$ cat src/rtl/rst_sequencer.sv
// rst_sequencer: releases NUM_STAGES reset lines in index order after programmable intervals, then raises done.
module rst_sequencer #(
  parameter int NUM_STAGES = 4,
  parameter int CNT_W = 32,
  parameter logic [CNT_W-1:0] DEF_TIME = CNT_W'(2000),
  parameter bit AUTO_START = 1'b1,
  localparam int IDX_W = $clog2(NUM_STAGES + 1)
) (
  input  logic                  clk,
  input  logic                  rst,
  input  logic                  start,
  input  logic                  abort,
  input  logic                  hold,
  input  logic                  cfg_we,
  input  logic [IDX_W-1:0]      cfg_idx,
  input  logic [CNT_W-1:0]      cfg_dur,
  output logic                  cfg_err,
  output logic [NUM_STAGES-1:0] stage_rst,
  output logic                  done,
  output logic                  busy,
  output logic [IDX_W-1:0]      stage_idx
);
  typedef enum logic [1:0] {IDLE, WAIT, DONE} state_t;
  state_t state, state_n;
  logic [CNT_W-1:0] dur [NUM_STAGES+1];
  logic [CNT_W-1:0] cnt, cnt_n, lim;
  logic [IDX_W-1:0] k, k_n, idx_n;
  logic [NUM_STAGES-1:0] srst_n;
  logic done_n, busy_n, acc;
  // comparing against dur-1 keeps dur = 2^CNT_W-1 in range; dur 0 behaves as 1
  assign lim = (dur[k] == '0) ? '0 : dur[k] - CNT_W'(1);
  assign acc = cfg_we && state != WAIT && !abort && cfg_idx <= IDX_W'(NUM_STAGES);
  always_comb begin
    state_n = state;
    cnt_n = cnt;
    k_n = k;
    idx_n = stage_idx;
    srst_n = stage_rst;
    done_n = done;
    busy_n = busy;
    if (abort) begin
      state_n = IDLE;
      cnt_n = '0;
      k_n = '0;
      idx_n = '0;
      srst_n = '1;
      done_n = 1'b0;
      busy_n = 1'b0;
    end else if (start && state != WAIT) begin
      state_n = WAIT;
      cnt_n = '0;
      k_n = '0;
      idx_n = '0;
      srst_n = '1;
      done_n = 1'b0;
      busy_n = 1'b1;
    end else if (state == WAIT && !hold) begin
      cnt_n = (cnt == lim) ? '0 : cnt + CNT_W'(1);
      if (cnt == lim && k == IDX_W'(NUM_STAGES)) begin
        state_n = DONE;
        done_n = 1'b1;
        busy_n = 1'b0;
      end else if (cnt == lim) begin
        srst_n = stage_rst & ~(NUM_STAGES'(1) << k);
        k_n = k + IDX_W'(1);
        idx_n = k + IDX_W'(1);
      end
    end
  end
  always_ff @(posedge clk or negedge rst) begin
    if (!rst) begin
      state <= AUTO_START ? WAIT : IDLE;
      cnt <= '0;
      k <= '0;
      stage_idx <= '0;
      stage_rst <= '1;
      done <= 1'b0;
      busy <= AUTO_START;
      cfg_err <= 1'b0;
    end else begin
      state <= state_n;
      cnt <= cnt_n;
      k <= k_n;
      stage_idx <= idx_n;
      stage_rst <= srst_n;
      done <= done_n;
      busy <= busy_n;
      cfg_err <= cfg_we && !acc;
    end
  end
  always_ff @(posedge clk or negedge rst) begin
    if (!rst) begin
      for (int i = 0; i <= NUM_STAGES; i++) dur[i] <= DEF_TIME;
    end else if (acc) begin
      dur[cfg_idx] <= cfg_dur;
    end
  end
endmodule

$ cat config.mk
export PLATFORM = sky130hd
export DESIGN_NAME = rst_sequencer
export DESIGN_NICKNAME = d
export VERILOG_FILES = /design/src/rtl/rst_sequencer.sv
export SDC_FILE = /design/constraint.sdc
export NUM_CORES = 1
export LEC_CHECK = 0
export ABC_AREA = 1
export CAP_MARGIN = 5
export CELL_PAD_IN_SITES_DETAIL_PLACEMENT = 0
export CELL_PAD_IN_SITES_GLOBAL_PLACEMENT = 1
export CORE_UTILIZATION = 46
export CTS_BUF_LIST = sky130_fd_sc_hd__clkbuf_4
export CTS_CLUSTER_DIAMETER = 200
export DETAILED_ROUTE_END_ITERATION = 7
export HOLD_SLACK_MARGIN = 0.06
export PLACE_DENSITY_LB_ADDON = 0.1
export SETUP_SLACK_MARGIN = 0.4
export SLEW_MARGIN = 20
export SYNTH_ARGS = -nofsm -noshare
export SYNTH_HDL_FRONTEND = slang
export SYNTH_SLANG_ARGS = --single-unit
$ cat constraint.sdc
create_clock -name clk -period 3.75 [get_ports clk]
set_input_delay 0.375 -clock clk [delete_from_list [all_inputs] [get_ports clk]]
set_output_delay 0.375 -clock clk [all_outputs]
set_load 0.03 [all_outputs]
==> impl_metrics.tcl <==
set metrics [dict create \
    result_of_the_run "complete, no violations" \
    synth-xor-area-share_pct 1.188 \
    dr_total_vias 10680 \
    clkSinkCount 202 \
    yosys_most_used_dff "dfrtp_1" \
    place.detailed.hpwl_um 20830 \
    drt_first_iter_violations 845 \
    drtPass1Iterations 5 \
    crit_end_element "flop" \
    area.sequential_sq_um 5102 \
    drt-vias-per-instance 5.185 \
    final_setup_skew_ns 0.04416 \
    worstSetupStartpointType "flop" \
    core_sq_um 23540 \
    cts.reportedPaths.clkPinSlew_ns 0.07 \
    critical_path_peak_fanout 8 \
    endpoint_required_time_on_the_critical_path_ns 4.34 \
    hold_depth 3 \
    yosys.area_share.simple_pct 34.99 \
    power.leakage_nw 6.725 \
    hold_violations 0 \
    synthMuxAreaShare_pct 0 \
    route.detailed.wl_per_inst_um 16.02 \
    globalRoute.totalOverflow 0 \
    clk_buf_depth 3 \
    n_fill_cell 2267 \
    worstRegToRegCells 26 \
    finalSetupViolations 0 \
    first_global_vias 10300 \
    synthCells 1543 \
    final_net_count 1746 \
    initial_utilization_pct 46.99 \
    crit_type "reg -> reg" \
    worstMarginPinSlew_ns 0.7145 \
    synth-adder-area-share_pct 0.7917 \
    totalWireLength_um 33000 \
    layout_min_cycle_time_ns 3.456 \
    max_cap_viol_count 0 \
    fp.dieH_um 157.1 \
    fin_worst_hold_slack_ns 0.2103 \
    die_area_sq_um 24670 \
    syn_area_sq_um 11060 \
    synthesis.nets 1591 \
    pin_count_of_the_biggest_net_entering_global_routing 85 \
    area_of_combinational_cells_with_multiple_inputs_sq_um 5712 \
    postLayoutSetupSlackWorst_ns 0.2940 \
    p_total_mw 9.072 \
    irDropWorstVdd_v 0.0002856 \
    clk-insertion-delay-late_ns 0.71 \
    maxSlewHeadroom_pct 52.36 \
    combinational_family_with_the_most_area_after_synthesis "simple AND/OR/NAND/NOR gates" \
    place_worst_setup_slack_ns 0.05892 \
    first_pass_grt_wire_length_um 53740 \
    core.rowCount 56 \
    synth_seq_cells 202 \
    die_w_um 157.1 \
    cts_tree "yes" \
    final_min_period_over_clock_period_pct 92.16 \
    rsz_0062_raised_after_global_routing "yes" \
    areaGrowthSynthToFinish_pct 28.55 \
    track_usage_pct 28.11 \
    gp_congestion 0.9135 \
    fraction_of_final_layout_cells_sized_beyond_drive_strength_1_pct 23.39 \
    synth-compound-area-share_pct 9.647 \
    io_pins 51 \
    worstHoldPathType "in -> reg" \
    cts_htree_levels 2 \
    ys.warnings.count 0 \
    critPathArrivalTime_ns 4.04 \
    ys_types 35 \
    timing.fmax_mhz 289.4 \
    io_buffers 50 \
    fin_tns_setup_ns 0 \
    drc 0 \
    synth-seq-area-share_pct 46.09 \
    postRouteAntennaNets 0 \
    grt_antenna_before_repair 1 \
    ys_async_sr_fraction_pct 100.0 \
    synth.avg_cell_area_sq_um 7.170 \
    clk_root_buffer_cell "clkbuf_4" \
    cts_inserted_buffers 55 \
    power_per_cell_area_nw_per_um2 637.9 \
    synth_edf_count 0 \
    maxSlewViolCount 0 \
]
## cell usage in the layout, fill, tap and decap left out, drive strengths merged, types with 3 or more instances in the layout
master and n:
nand2 560, o21ai 177, nand3 169, dfrtp 167, inv 125, nor2 122
buf 114, clkbuf 97, clkdlybuf4s50 49, nand4 39, dfstp 35, nor3 26
xor2 12, o21bai 12, a21oi 11, ha 7, clkinv 4, nor4 4
xnor2 3, or2 3
## Yosys cell counts (2+ instances only)
library cell / number / area share (%)
a21oi_1: 11 / 0.50
buf_1: 4 / 0.14
buf_2: 21 / 0.95
buf_4: 5 / 0.34
buf_6: 5 / 0.51
clkbuf_1: 33 / 1.1
dfrtp_1: 167 / 38
dfstp_2: 35 / 8.3
ha_1: 7 / 0.79
inv_1: 120 / 4.1
inv_2: 5 / 0.17
nand2_1: 557 / 19
nand2_2: 2 / 0.11
nand3_1: 167 / 7.6
nand3_2: 2 / 0.18
nand4_1: 39 / 2.2
nor2_1: 116 / 3.9
nor2_2: 5 / 0.28
nor3_1: 25 / 1.1
nor4_1: 4 / 0.23
o21ai_0: 170 / 7.7
o21ai_1: 6 / 0.27
o21bai_1: 11 / 0.75
or2_2: 2 / 0.11
xnor2_1: 3 / 0.24
xor2_1: 12 / 0.95
## through the flow
| step | instances | area (sq um) | util (%) |
|---|---|---|---|
| finish | 2060 | 14220 | 60.41 |
| global route | 2060 | 14220 | 60.41 |
| CTS | 2051 | 13940 | 59.22 |
| detailed placement | 1902 | 12170 | 51.67 |
| global placement | 1902 | 12170 | 51.67 |
| floorplan | 1543 | 11110 | - |
## sequential cells by signal (all words and copies together) (netlist names)
name / flops
done: 1
cnt: 32
stage_rst: 4
cfg_err: 1
dur: 160
state: 1
k: 3
## what timing repair did
| action | 4_1_cts | 5_1_grt |
|---|---|---|
| pin swaps | 22 | 42 |
| hold buffers | 1 | 0 |
| buffers inserted | 38 | 8 |
| resized for setup | 145 | 61 |
| hold endpoints to repair | 60 | 0 |
| setup endpoints to repair | 41 | 41 |
| gates cloned | 11 | 0 |
## layout make-up
cell class                 instances  area share [%]
multi-input combinational       1148           40.16
sequential                       202           35.88
timing repair buffer             165           12.41
clock buffer                      96           5.068
inverter                         125           3.458
tap                              319           2.807
clock inverter                     3          0.1496
timing repair inverter             1         0.04399
antenna                            1         0.01760
## cell families (layout without fill, tap and decap cells)
group,after synthesis,count (layout)
and+or+nand+nor,923,923
AOI/OAI and AO/OA,203,203
DFF,202,202
buffers and inverters,193,390
xor gates and xnor gates,15,15
adders and majority gates,7,7
other,0,1
## where the power goes
part | internal, mW | switching (mW) | total, mW
logic | 1.61 | 2.35 | 3.96
registers | 2.74 | 0.276 | 3.01
clock network | 1.14 | 0.958 | 2.10
## path summary, 6_finish.rpt
check	from	endpoint	slack [ns]
worst max-delay path	k[0]	cnt[24]	0.29
max in group asynchronous	rst	dur[56]	2.40
worst min register to register	state[0]	state[0]	0.48
min in group asynchronous	rst	cnt[7]	0.24
worst min-delay path	cfg_we	cfg_err	0.21
worst max register to register	k[0]	cnt[24]	0.29
## worst max-delay path: stages, from the launching register on
cell and delay, ns:
dfrtp_2 0.46, buf_6 0.15, nor3_4 0.24, buf_8 0.16, buf_4 0.11, buf_6 0.11
nand2_1 0.06, nand2_2 0.11, buf_4 0.14, nor2_4 0.04, nand2_1 0.10, nor2_4 0.08
nand2_4 0.12, o21bai_4 0.08, buf_4 0.13, buf_4 0.12, nand4_1 0.05, nand2_1 0.05
nor2_1 0.10, nand2_1 0.09, nor2_2 0.16, nand3_4 0.11, o21ai_4 0.16, buf_6 0.12
buf_12 0.11, buf_16 0.12, nor3_1 0.04
## metal layers
metal	wire length [um]	vias up	track usage, %
met5	0	-	0
met4	987	0	10.08
met3	1475	79	4.378
met2	15250	246	45.48
met1	15280	5012	38.16
li1	-	5345	-
Note: power is estimated with default switching activity, not from simulation.
